`config.mk`:
```
export PLATFORM = sky130hd
export DESIGN_NAME = netled_ctrl
export DESIGN_NICKNAME = d
export VERILOG_FILES = /design/src/rtl/netled_pkg.sv /design/src/rtl/netled_blink.sv /design/src/rtl/netled_ctrl.sv
export SDC_FILE = /design/constraint.sdc
export NUM_CORES = 1
export LEC_CHECK = 0
export CAP_MARGIN = 5
export CORE_MARGIN = 2
export CORE_UTILIZATION = 50
export CTS_CLUSTER_SIZE = 14
export DETAILED_ROUTE_END_ITERATION = 6
export MAX_ROUTING_LAYER = met4
export PLACE_DENSITY = 0.66
export SYNTH_ARGS = -nofsm -noshare
export SYNTH_HDL_FRONTEND = slang
export SYNTH_SLANG_ARGS = --single-unit
export TNS_END_PERCENT = 100
```
`constraint.sdc`:
```
create_clock -name i_clk -period 6.63 [get_ports i_clk]
set_clock_uncertainty 0.2 [all_clocks]
set_input_delay 1.326 -clock i_clk [delete_from_list [all_inputs] [get_ports i_clk]]
set_output_delay 1.326 -clock i_clk [all_outputs]
set_load 0.01 [all_outputs]
```
`src/rtl/netled_pkg.sv`:
```
// Shared netled definitions: LED source select codes and blink timer width.
package netled_pkg;

    typedef enum logic [1:0] {
        MODE_LIVE     = 2'd0,
        MODE_DEMO     = 2'd1,
        MODE_LAMPTEST = 2'd2,
        MODE_OFF      = 2'd3
    } mode_e;

    localparam int unsigned BLINK_TW = 8;

endpackage

```
`src/rtl/netled_blink.sv`:
```
// Per-link activity blink FSM: IDLE -> ON (BLINK_ON ticks) -> GAP (BLINK_OFF ticks),
// with one collapsed pending blink; held idle while the link is down.
module netled_blink
    import netled_pkg::*;
#(
    parameter logic [BLINK_TW-1:0] BLINK_ON  = 8'd50,
    parameter logic [BLINK_TW-1:0] BLINK_OFF = 8'd50
) (
    input  logic i_clk,
    input  logic i_reset,
    input  logic i_tick,
    input  logic i_linkup,
    input  logic i_activity,
    output logic o_on
);

    typedef enum logic [1:0] {
        ST_IDLE = 2'd0,
        ST_ON   = 2'd1,
        ST_GAP  = 2'd2
    } state_e;

    state_e              state_q;
    logic [BLINK_TW-1:0] timer_q;
    logic                pending_q;
    logic                pend_now;

    // A pulse landing on the GAP-exit tick must still count as pending.
    assign pend_now = pending_q | i_activity;

    always_ff @(posedge i_clk) begin
        if (i_reset || !i_linkup) begin
            state_q   <= ST_IDLE;
            timer_q   <= '0;
            pending_q <= 1'b0;
        end else begin
            case (state_q)
                ST_IDLE: begin
                    if (i_activity) begin
                        state_q <= ST_ON;
                        timer_q <= BLINK_ON;
                    end
                end
                ST_ON: begin
                    pending_q <= pend_now;
                    if (i_tick) begin
                        if (timer_q == BLINK_TW'(1)) begin
                            state_q <= ST_GAP;
                            timer_q <= BLINK_OFF;
                        end else begin
                            timer_q <= timer_q - BLINK_TW'(1);
                        end
                    end
                end
                ST_GAP: begin
                    pending_q <= pend_now;
                    if (i_tick) begin
                        if (timer_q == BLINK_TW'(1)) begin
                            state_q   <= pend_now ? ST_ON : ST_IDLE;
                            timer_q   <= pend_now ? BLINK_ON : '0;
                            pending_q <= 1'b0;
                        end else begin
                            timer_q <= timer_q - BLINK_TW'(1);
                        end
                    end
                end
                default: begin
                    state_q   <= ST_IDLE;
                    timer_q   <= '0;
                    pending_q <= 1'b0;
                end
            endcase
        end
    end

    assign o_on = (state_q == ST_ON);

endmodule

```
`src/rtl/netled_ctrl.sv`:
```
// Network LED controller: shared blink-tick divider, per-link blink FSMs and a
// registered LED source mux (live / demo / lamp test / off).
module netled_ctrl
    import netled_pkg::*;
#(
    parameter int                  NLINKS    = 4,
    parameter int                  TICK_DIV  = 100_000,
    parameter logic [BLINK_TW-1:0] BLINK_ON  = 8'd50,
    parameter logic [BLINK_TW-1:0] BLINK_OFF = 8'd50
) (
    input  logic              i_clk,
    input  logic              i_reset,
    input  logic [1:0]        i_mode,
    input  logic [NLINKS-1:0] i_linkup,
    input  logic [NLINKS-1:0] i_activity,
    input  logic [NLINKS-1:0] i_demo_linkup,
    input  logic [NLINKS-1:0] i_demo_activity,
    output logic [NLINKS-1:0] o_linkup,
    output logic [NLINKS-1:0] o_activity
);

    localparam int               CNT_W   = (TICK_DIV > 2) ? $clog2(TICK_DIV) : 1;
    localparam logic [CNT_W-1:0] CNT_MAX = CNT_W'(TICK_DIV - 1);

    logic [CNT_W-1:0]  cnt_q, cnt_d;
    logic              tick;
    logic [NLINKS-1:0] blink_on;
    logic [NLINKS-1:0] lu_q, lu_d;
    logic [NLINKS-1:0] act_q, act_d;

    always_comb begin
        tick  = (cnt_q == CNT_MAX);
        cnt_d = tick ? '0 : cnt_q + CNT_W'(1);
    end

    for (genvar k = 0; k < NLINKS; k++) begin : g_link
        netled_blink #(
            .BLINK_ON  (BLINK_ON),
            .BLINK_OFF (BLINK_OFF)
        ) u_blink (
            .i_clk      (i_clk),
            .i_reset    (i_reset),
            .i_tick     (tick),
            .i_linkup   (i_linkup[k]),
            .i_activity (i_activity[k]),
            .o_on       (blink_on[k])
        );
    end

    // The FSM returns to IDLE one edge after link loss; masking with the live
    // link bit darkens the activity LED on the same edge as the link LED.
    always_comb begin
        lu_d  = '0;
        act_d = '0;
        case (mode_e'(i_mode))
            MODE_LIVE: begin
                lu_d  = i_linkup;
                act_d = blink_on & i_linkup;
            end
            MODE_DEMO: begin
                lu_d  = i_demo_linkup;
                act_d = i_demo_activity;
            end
            MODE_LAMPTEST: begin
                lu_d  = '1;
                act_d = '1;
            end
            default: begin
                lu_d  = '0;
                act_d = '0;
            end
        endcase
    end

    always_ff @(posedge i_clk) begin
        if (i_reset) begin
            cnt_q <= '0;
            lu_q  <= '0;
            act_q <= '0;
        end else begin
            cnt_q <= cnt_d;
            lu_q  <= lu_d;
            act_q <= act_d;
        end
    end

    assign o_linkup   = lu_q;
    assign o_activity = act_q;

endmodule

```
# Yosys cells after proc, flatten, opt, wreduce, memory -nomap -nowiden
# Index checks and enable logic that the tools add are counted.
dict set report op_classes {
  add_sub_neg 5
  muxes 70
  n_reduce_logical 22
  eq_ne 35
  bitwise 5
}
# operator n
set ops {}
lappend ops {{8-bit 2-to-1 mux} 20}
lappend ops {{8-bit case mux with 3 select lines} 4}
lappend ops {{2-bit 2-to-1 mux} 20}
lappend ops {{8-bit by 1-bit == test with 1-bit output (second input constant)} 4}
lappend ops {{8-bit by 1-bit subtractor with 8-bit output (second input constant)} 4}
lappend ops {{2-bit inequality test (second input constant)} 14}
lappend ops {{6-bit 2-to-1 mux} 4}
lappend ops {{2-bit case mux with 3 select lines} 4}
lappend ops {{4-bit case mux with 3 select lines} 2}
lappend ops {{5-bit AND reduction} 4}
lappend ops {{17-bit by 1-bit adder with 17-bit output (second input constant)} 1}
lappend ops {{17-bit == test (second input constant)} 1}
lappend ops {{1-bit 2-to-1 mux} 12}
lappend ops {{2-bit by 1-bit inequality test with 1-bit output (second input constant)} 6}
lappend ops {{1-bit case mux with 3 select lines} 4}
lappend ops {{3-bit AND reduction} 4}
lappend ops {{2-bit by 1-bit == test with 1-bit output (second input constant)} 5}
lappend ops {{2-bit == test (second input constant)} 5}
lappend ops {{2-bit zero test} 5}
lappend ops {{4-bit bitwise AND} 1}
lappend ops {{1-bit zero test} 4}
lappend ops {{1-bit logical OR} 4}
lappend ops {{1-bit bitwise OR} 4}
lappend ops {{2-bit OR reduction} 1}
dict set report totals {
  elab_cells 152
  ff_bits 69
}

# Logic depth before layout (Yosys ltp)
# Gate-level depths: netlist of run 1.
dict set report logic_depth {
  ltp_word 5
  ltp_mapped 8
  depth_no_buf 7
}

# Hierarchy
# Synthesis of run 1 repeated with hierarchy kept, for this count alone.
dict set report unflattened {
  cells_unflattened 496
  hier_area_um2 4160.2
}
# module cells_per_inst area_each_um2 seq_area_each_um2 instances
set modules_own_cells {}
lappend modules_own_cells {netled_blink 92 763.2 220.2 4}
lappend modules_own_cells {netled_ctrl 128 1107.3 500.5 1}

# Least setup slack after synthesis of run 1
# OpenSTA, ideal clock, no wires.
dict set report synth_path {
  path_kind {input-to-reg}
  from {input i_reset}
  to {register g_link[3].u_blink.timer_q[7]}
  setup_time_ns 0.059
  slack_ns 3.867
  arrival_time_ns 2.503
  path_stages 5
  path_cell_list {clkbuf_1 -> nand2b_1 -> nor4_2 -> or4b_1 -> nand2_1}
}
dict set report synth_via {
  elab_chain_cells 1
}
# item line
set synth_lines {}
lappend synth_lines {{start, declared} netled_ctrl.sv:12} ;# input logic i_reset,
lappend synth_lines {{1-bit logical OR} netled_blink.sv:32} ;# if (i_reset || !i_linkup) begin
lappend synth_lines {{end signal, assigned} netled_blink.sv:51} ;# timer_q <= timer_q - BLINK_TW'(1);
lappend synth_lines {{end signal, assigned} netled_blink.sv:60} ;# timer_q <= pend_now ? BLINK_ON : '0;
lappend synth_lines {{end signal, assigned} netled_blink.sv:63} ;# timer_q <= timer_q - BLINK_TW'(1);
lappend synth_lines {{end, declared} netled_blink.sv:24} ;# logic [BLINK_TW-1:0] timer_q;
# No other way between the ends.
# A chain may end at the register's enable or synchronous reset.

# Worst setup path after layout of run 1
dict set report layout_path {
  from {input i_reset}
  to {register g_link[2].u_blink.state_q[0]}
}
dict set report layout_via {
  elab_chain_cells 1
}
# item line
set layout_lines {}
lappend layout_lines {{1-bit logical OR} netled_blink.sv:32}
lappend layout_lines {{end signal, assigned} netled_blink.sv:59} ;# state_q <= pend_now ? ST_ON : ST_IDLE;
lappend layout_lines {{end, declared} netled_blink.sv:23} ;# state_e state_q;
# No other way between the ends.

==> insert_results.sql, run 1 <==
INSERT INTO impl_metrics (metric_group, metric, value, unit) VALUES
('cts', 'cts.repair.resized', '0', ''),
('timing', 'timing.final.setup_violations', '0', ''),
('finish', 'syn_to_final_growth', '11.8', '%'),
('placement', 'globalplace.congestion', '0.858', ''),
('timing', 'final.hold.worst_slack', '268', 'ps'),
('die', 'initial_core_utilization', '51.9', '%'),
('routing', 'antenna_violating_nets_post_route', '0', ''),
('power', 'post-layout-total-power', '0.000888', 'W'),
('synthesis', 'yosysUniqueCellTypes', '65', ''),
('routing', 'vias_per_cell', '5.67', ''),
('power', 'vdd.ir_drop.worst', '115', 'uV'),
('timing', 'tns', '0', 'ps'),
('placement', 'number_of_placed_instances_with_taps_included', '613', ''),
('worst_setup_path', 'critical_path_required', '6670', 'ps'),
('worst_setup_path', 'worst_ep_arrival_time', '3410', 'ps'),
('timing', 'worst_slew_pin_slew', '828', 'ps'),
('die', 'design.portCount', '28', ''),
('timing', 'slew_violations', '0', ''),
('cts', 'clock_sinks', '69', ''),
('placement', 'post-dp-hpwl', '6.49', 'mm'),
('routing', 'initial_drt_markers', '153', ''),
('timing', 'maxClockFrequency', '0.297', 'GHz'),
('die', 'die_width', '94.1', 'um'),
('routing', 'drt_drc_violations_left', '0', ''),
('routing', 'routed-via-count', '3558', ''),
('placement', 'quantity_of_i_o_buffers_inserted_on_ports', '27', ''),
('routing', 'post_drt_wl_per_cell', '14.4', 'um'),
('run_status', 'outcome', 'complete, no violations', ''),
('die', 'die_outline_area', '8850', 'um^2'),
('synthesis', 'synth.ff_latch_count', '69', ''),
('synthesis', 'dominantRegCellSynth', 'sky130_fd_sc_hd__dfxtp_1', ''),
('finish', 'final_net_count', '567', ''),
('timing', 'hold_viol_final', '0', ''),
('synthesis', 'post_synth_instance_area', '4060', 'um^2'),
('finish', 'antenna_cell_count', '0', ''),
('timing', 'setup_ws', '3260', 'ps'),
('grt', 'grt_overflow', '0', ''),
('routing', 'first_pass_iters', '4', ''),
('cts', 'path_clk_slew', '70', 'ps'),
('grt', 'groute.layer.met2.usage', '33.8', '%'),
('grt', 'grt.met3_usage', '3.61', '%'),
('cts', 'clock_tree.root_cell', 'sky130_fd_sc_hd__clkbuf_8', ''),
('grt', 'grt_first_pass_wirelength', '15.5', 'mm'),
('grt', 'number_of_global_route_vias_before_repair', '3303', ''),
('cts', 'htreeDepth', '3', ''),
('synthesis', 'ys_seq_area_share', '34.1', '%'),
('synthesis', 'ys_warn_count', '0', ''),
('placement', 'place_ws', '2880', 'ps'),
('cts', 'cts_max_path_buffers', '2', ''),
('timing', 'period_minus_slack', '3370', 'ps'),
('worst_setup_path', 'critPathMaxFanout', '18', ''),
('cts', 'cts_tree', 'done', ''),
('worst_setup_path', 'crit_path_cell_trace', 'clkdlybuf4s50_1 > nor2b_1 > nand2b_1 > o41ai_1', ''),
('routing', 'route.final.wire_length', '9.04', 'mm'),
('synthesis', 'avgSynthCellArea', '8.06', 'um^2'),
('worst_setup_path', 'crit_path_end_kind', 'flop', ''),
('synthesis', 'synthesis.instances', '503', ''),
('finish', 'final_layout_size_suffix_gt1_share', '6.27', '%'),
('grt', 'global_route.peak_usage_layer', 'met2', ''),
('finish', 'final_cell_count_no_fill', '628', ''),
('worst_setup_path', 'timing.critical_path.slowest_stage_cell', 'sky130_fd_sc_hd__nor2b_1', ''),
('synthesis', 'synth_edf_count', '0', ''),
('timing', 'unrepaired_setup_endpoints_after_global_routing', 'no', ''),
('grt', 'met1_usage', '30.8', '%'),
('timing', 'slew-limit-headroom', '44.7', '%'),
('worst_hold_path', 'min_path_type', 'reg2reg', ''),
('finish', 'num-fill-cells', '780', ''),
('cts', 'insertion_delay_of_the_later_clocked_pin_in_the_worst_skew_pair', '350', 'ps'),
('worst_setup_path', 'kind_of_critical_path', 'in2reg', ''),
('timing', 'final_min_period_over_clock_period', '50.8', '%'),
('power', 'powerDensity', '196', 'nW/um^2');
## per-stage QoR
step / utilization (%) / area [um^2]
final: 58.1 / 4540
after global routing: 58.1 / 4540
after CTS: 58.1 / 4540
after detailed placement: 56.0 / 4370
after global placement: 56.0 / 4370
after floorplan: - / 4060
## critical path, delay by kind of cell
| kind | cells | cell delay [ps] |
|---|---|---|
| AO/OA/AOI/OAI | 1 | 360 |
| AND/OR/NAND/NOR | 2 | 980 |
| buffers and inverters | 1 | 730 |
## where the power goes
part           internal [W]  leakage, nW  switching, W
sequential         0.000427        0.561     0.0000121
clock              0.000141       0.0877      0.000159
combinational     0.0000617         1.06     0.0000866
total              0.000630         1.71      0.000258
## layer usage
| layer | share of wire, % | wire length (um) | up-vias |
|---|---|---|---|
| met5 | 0 | 0 | - |
| met2 | 44 | 4020 | 52 |
| met3 | 2.8 | 249 | 11 |
| met4 | 1.7 | 151 | 0 |
| li1 | - | - | 1838 |
| met1 | 51 | 4630 | 1657 |
## logic make-up (layout without fill, tap and decap cells)
kind of cell,count (synthesis),in the layout,synth area share [%]
and+or+nand+nor,224,224,29.1
AOI/OAI and AO/OA,121,121,19.6
DFF,69,69,34.1
buffers and inverters,39,62,3.89
adders and majority gates,25,25,7.71
xor gates and xnor gates,19,19,4.10
muxes,6,6,1.48
## cells in the mapped netlist, types with 13 or more instances
| cell | instances | area share (%) |
|---|---|---|
| sky130_fd_sc_hd__a21oi_1 | 32 | 3.9 |
| sky130_fd_sc_hd__clkbuf_1 | 14 | 1.3 |
| sky130_fd_sc_hd__dfxtp_1 | 69 | 34 |
| sky130_fd_sc_hd__ha_1 | 25 | 7.7 |
| sky130_fd_sc_hd__inv_1 | 20 | 1.9 |
| sky130_fd_sc_hd__nand2_1 | 45 | 4.2 |
| sky130_fd_sc_hd__nand2b_1 | 13 | 2.0 |
| sky130_fd_sc_hd__nand3_1 | 17 | 2.1 |
| sky130_fd_sc_hd__nor2_1 | 72 | 6.7 |
| sky130_fd_sc_hd__nor3_1 | 18 | 2.2 |
| sky130_fd_sc_hd__o21ai_1 | 20 | 2.5 |
## flip-flops by register name, summed over array words and instances (netlist names)
name	flops
g_link.u_blink.timer_q	32
o_activity	4
g_link.u_blink.state_q	8
cnt_q	17
g_link.u_blink.pending_q	4
o_linkup	4
## layout by cell type, fill, tap and decap left out, drive strengths merged, types with 10 or more instances in the layout
cell / instances
o211ai: 12
nor2b: 10
dfxtp: 69
nand3: 17
nor3: 19
o21ai: 28
clkdlybuf4s50: 27
xor2: 12
inv: 20
nand2: 46
a21oi: 32
nand2b: 13
ha: 25
nor2: 72
clkbuf: 10
a31oi: 12
## cell type report
cell class	count	area, um^2	share of cell area, %
multi-input cells	395	2520	55.5
flip-flops and latches	69	1380	30.5
clock buffers	10	138	3.03
well taps	102	128	2.81
clock inverters	5	27.5	0.607
inverters	20	75.1	1.66
repair buffers	27	270	5.96
## final timing paths
check / start / end / slack [ps] / cells past startpoint
hold / removal: g_link[0].u_blink.timer_q[7]$_SDFFE_PP0P_ / g_link[0].u_blink.timer_q[7]$_SDFFE_PP0P_ / 270 / 1
setup / recovery: i_reset / g_link[2].u_blink.state_q[0]$_SDFFE_PP0P_ / 3260 / 4
setup reg to reg: cnt_q[0]$_SDFF_PP0_ / g_link[3].u_blink.timer_q[7]$_SDFFE_PP0P_ / 4040 / 6
hold reg to reg: g_link[0].u_blink.timer_q[7]$_SDFFE_PP0P_ / g_link[0].u_blink.timer_q[7]$_SDFFE_PP0P_ / 270 / 1
Note: power is estimated with default switching activity, not from simulation.
==> run 2: changes to the inputs <==
- PLACE_DENSITY: 0.66 -> 0.69
- clock period: 6.63 -> 3 ns (I/O delays scaled with it)
==> insert_results.sql, run 2 (synthesis results as in run 1) <==
INSERT INTO impl_metrics (metric_group, metric, value, unit) VALUES
('timing', 'worst_slew_pin_slew', '812', 'ps'),
('timing', 'hold_viol_final', '0', ''),
('cts', 'cts_hold_repair.buffers', '0', ''),
('finish', 'reg_top3', 'g_link.u_blink.timer_q (32), cnt_q (17), g_link.u_blink.state_q (8)', ''),
('finish', 'final_net_count', '574', ''),
('routing', 'routed-via-count', '3629', ''),
('worst_setup_path', 'critPathMaxFanout', '11', ''),
('cts', 'postCtsSetupRepairBufs', '0', ''),
('worst_setup_path', 'worst_ep_arrival_time', '2520', 'ps'),
('die', 'area_of_the_core', '7810', 'um^2'),
('finish', 'layout.cells.most_common_list', '72 x sky130_fd_sc_hd__nor2_1, 69 x sky130_fd_sc_hd__dfxtp_1, 45 x sky130_fd_sc_hd__nand2_1, 32 x sky130_fd_sc_hd__a21oi_1, 27 x sky130_fd_sc_hd__clkdlybuf4s50_1', ''),
('timing', 'tns', '0', 'ps'),
('timing', 'period_minus_slack', '2470', 'ps'),
('finish', 'antenna_cell_count', '0', ''),
('timing', 'final_min_period_over_clock_period', '82.5', '%'),
('run', 'drv.max_cap_violation_count', '0', ''),
('grt', 'grt.total_usage', '23.1', '%'),
('cts', 'insertion_delay_of_the_later_clocked_pin_in_the_worst_skew_pair', '340', 'ps'),
('routing', 'initial_drt_markers', '152', ''),
('worst_setup_path', 'crit_path_end_kind', 'flop', ''),
('timing', 'unrepaired_setup_endpoints_after_global_routing', 'no', ''),
('die', 'design.portCount', '28', ''),
('worst_setup_path', 'critical_path_required', '3040', 'ps'),
('routing', 'vias_per_cell', '5.71', ''),
('placement', 'globalplace.congestion', '0.884', ''),
('die', 'die_width', '94.1', 'um'),
('worst_setup_path', 'kind_of_critical_path', 'reg2reg', ''),
('power', 'vdd.ir_drop.worst', '289', 'uV'),
('cts', 'clock_tree.root_cell', 'sky130_fd_sc_hd__clkbuf_8', ''),
('die', 'die-height', '94.1', 'um'),
('die', 'initial_core_utilization', '51.9', '%'),
('power', 'powerDensity', '447', 'nW/um^2'),
('worst_hold_path', 'hold_depth', '1', ''),
('cts', 'cts.repair.resized', '0', ''),
('cts', 'path_clk_slew', '80', 'ps'),
('die', 'num_rows', '32', ''),
('grt', 'number_of_global_route_vias_before_repair', '3371', ''),
('finish', 'largest_register_ff_count', '32', ''),
('worst_setup_path', 'cp-startpoint', 'cnt_q[0]$_SDFF_PP0_', ''),
('placement', 'post-dp-hpwl', '6.64', 'mm'),
('timing', 'maxClockFrequency', '0.404', 'GHz'),
('power', 'post-layout-total-power', '0.00206', 'W'),
('finish', 'largest_register', 'g_link.u_blink.timer_q', ''),
('worst_hold_path', 'min_path_type', 'reg2reg', ''),
('cts', 'cts_max_path_buffers', '2', ''),
('timing', 'slew_violations', '0', ''),
('worst_setup_path', 'timing.critical_path.from_type', 'flop', ''),
('power', 'leakage_power_figure', '1.75', 'nW'),
('worst_setup_path', 'r2r_setup_slack', '530', 'ps'),
('timing', 'timing.final.setup_violations', '0', ''),
('placement', 'quantity_of_i_o_buffers_inserted_on_ports', '27', ''),
('worst_hold_path', 'holdPathEnd', 'cnt_q[0]$_SDFF_PP0_', ''),
('finish', 'syn_to_final_growth', '13.8', '%'),
('finish', 'final_layout_size_suffix_gt1_share', '7.30', '%'),
('routing', 'post_drt_wl_per_cell', '14.4', 'um'),
('worst_hold_path', 'min_from', 'cnt_q[0]$_SDFF_PP0_', ''),
('grt', 'antenna_violations_before_repair', '0', ''),
('grt', 'grt_first_pass_wirelength', '15.9', 'mm'),
('finish', 'num-fill-cells', '737', ''),
('finish', 'mostFrequentLayoutCell', 'sky130_fd_sc_hd__nor2_1', ''),
('cts', 'numCtsBuffers', '9', ''),
('worst_setup_path', 'regToRegStartpoint', 'cnt_q[0]$_SDFF_PP0_', ''),
('cts', 'cts_tree', 'done', ''),
('grt', 'grt_overflow', '0', ''),
('routing', 'first_pass_iters', '4', ''),
('routing', 'antenna_violating_nets_post_route', '0', ''),
('routing', 'drt_drc_violations_left', '0', ''),
('timing', 'slew-limit-headroom', '45.4', '%'),
('cts', 'htreeDepth', '3', ''),
('routing', 'route.final.wire_length', '9.15', 'mm'),
('die', 'die_outline_area', '8850', 'um^2'),
('worst_setup_path', 'rr_endpoint', 'g_link[3].u_blink.timer_q[5]$_SDFFE_PP0P_', ''),
('run_status', 'outcome', 'complete, no violations', ''),
('cts', 'clock_sinks', '69', ''),
('grt', 'maximum_number_of_pins_on_one_net_before_global_route_repair', '18', ''),
('worst_setup_path', 'r2r_cells', '6', '');
run 2: cell count changes in the layout (fill, tap and decap cells not counted):
cell                        change
sky130_fd_sc_hd__bufinv_16      +1
sky130_fd_sc_hd__clkbuf_1       +2
sky130_fd_sc_hd__buf_4          +7
sky130_fd_sc_hd__clkinv_2       -2
run 2: worst max-delay path by stage:
| stage | depth (start not counted) | end | slack, ps |
|---|---|---|---|
| 4_1_cts | 6 | g_link[3].u_blink.timer_q[5]$_SDFFE_PP0P_ | 520 |
| 5_1_grt | 6 | g_link[3].u_blink.timer_q[7]$_SDFFE_PP0P_ | 370 |
| 3_3_place_gp | 6 | g_link[0].u_blink.timer_q[6]$_SDFFE_PP0P_ | 530 |
| 6_report | 6 | g_link[3].u_blink.timer_q[5]$_SDFFE_PP0P_ | 530 |
| 2_1_floorplan | 6 | g_link[3].u_blink.timer_q[5]$_SDFFE_PP0P_ | 860 |
| 3_5_place_dp | 6 | g_link[0].u_blink.timer_q[7]$_SDFFE_PP0P_ | 450 |
run 2: area by class of cell:
type | instances | area [um^2] | area share, %
clock buffer | 12 | 145 | 3.14
multi-input combinational | 395 | 2520 | 54.5
clock inverter | 4 | 47.5 | 1.03
tap | 102 | 128 | 2.76
sequential | 69 | 1380 | 29.9
timing repair buffer | 34 | 323 | 6.99
inverter | 20 | 75.1 | 1.63
run 2: stage by stage:
step,std cells,util [%],setup WS (ps),area [um^2],hold slack (ps)
6_report,636,59.1,525,4620,267
2_1_floorplan,503,-,857,4060,230
3_5_place_dp,620,56.7,453,4420,255
3_3_place_gp,620,56.7,530,4420,243
4_1_cts,636,59.1,516,4620,271
5_1_grt,636,59.1,371,4620,290
run 2: layer usage:
metal	track usage, %	wire (um)	up-vias
met2	35.3	4240	68
met1	31.0	4440	1690
met4	8.45	135	0
met5	-	0	-
met3	3.53	338	11
li1	-	-	1860
run 2: power by group:
part | total, W | internal (W) | switching [W]
combinational | 0.000332 | 0.000141 | 0.000190
sequential | 0.000970 | 0.000944 | 0.0000261
clock | 0.000763 | 0.000405 | 0.000358
total | 0.00206 | 0.00149 | 0.000574
run 2: critical path: stages, from the launching register on:
cell and delay (ps):
sky130_fd_sc_hd__dfxtp_1 340, sky130_fd_sc_hd__ha_1 250, sky130_fd_sc_hd__and4_1 260, sky130_fd_sc_hd__and4_1 260, sky130_fd_sc_hd__o21ai_1 640, sky130_fd_sc_hd__nor3_1 180
sky130_fd_sc_hd__a32o_1 250
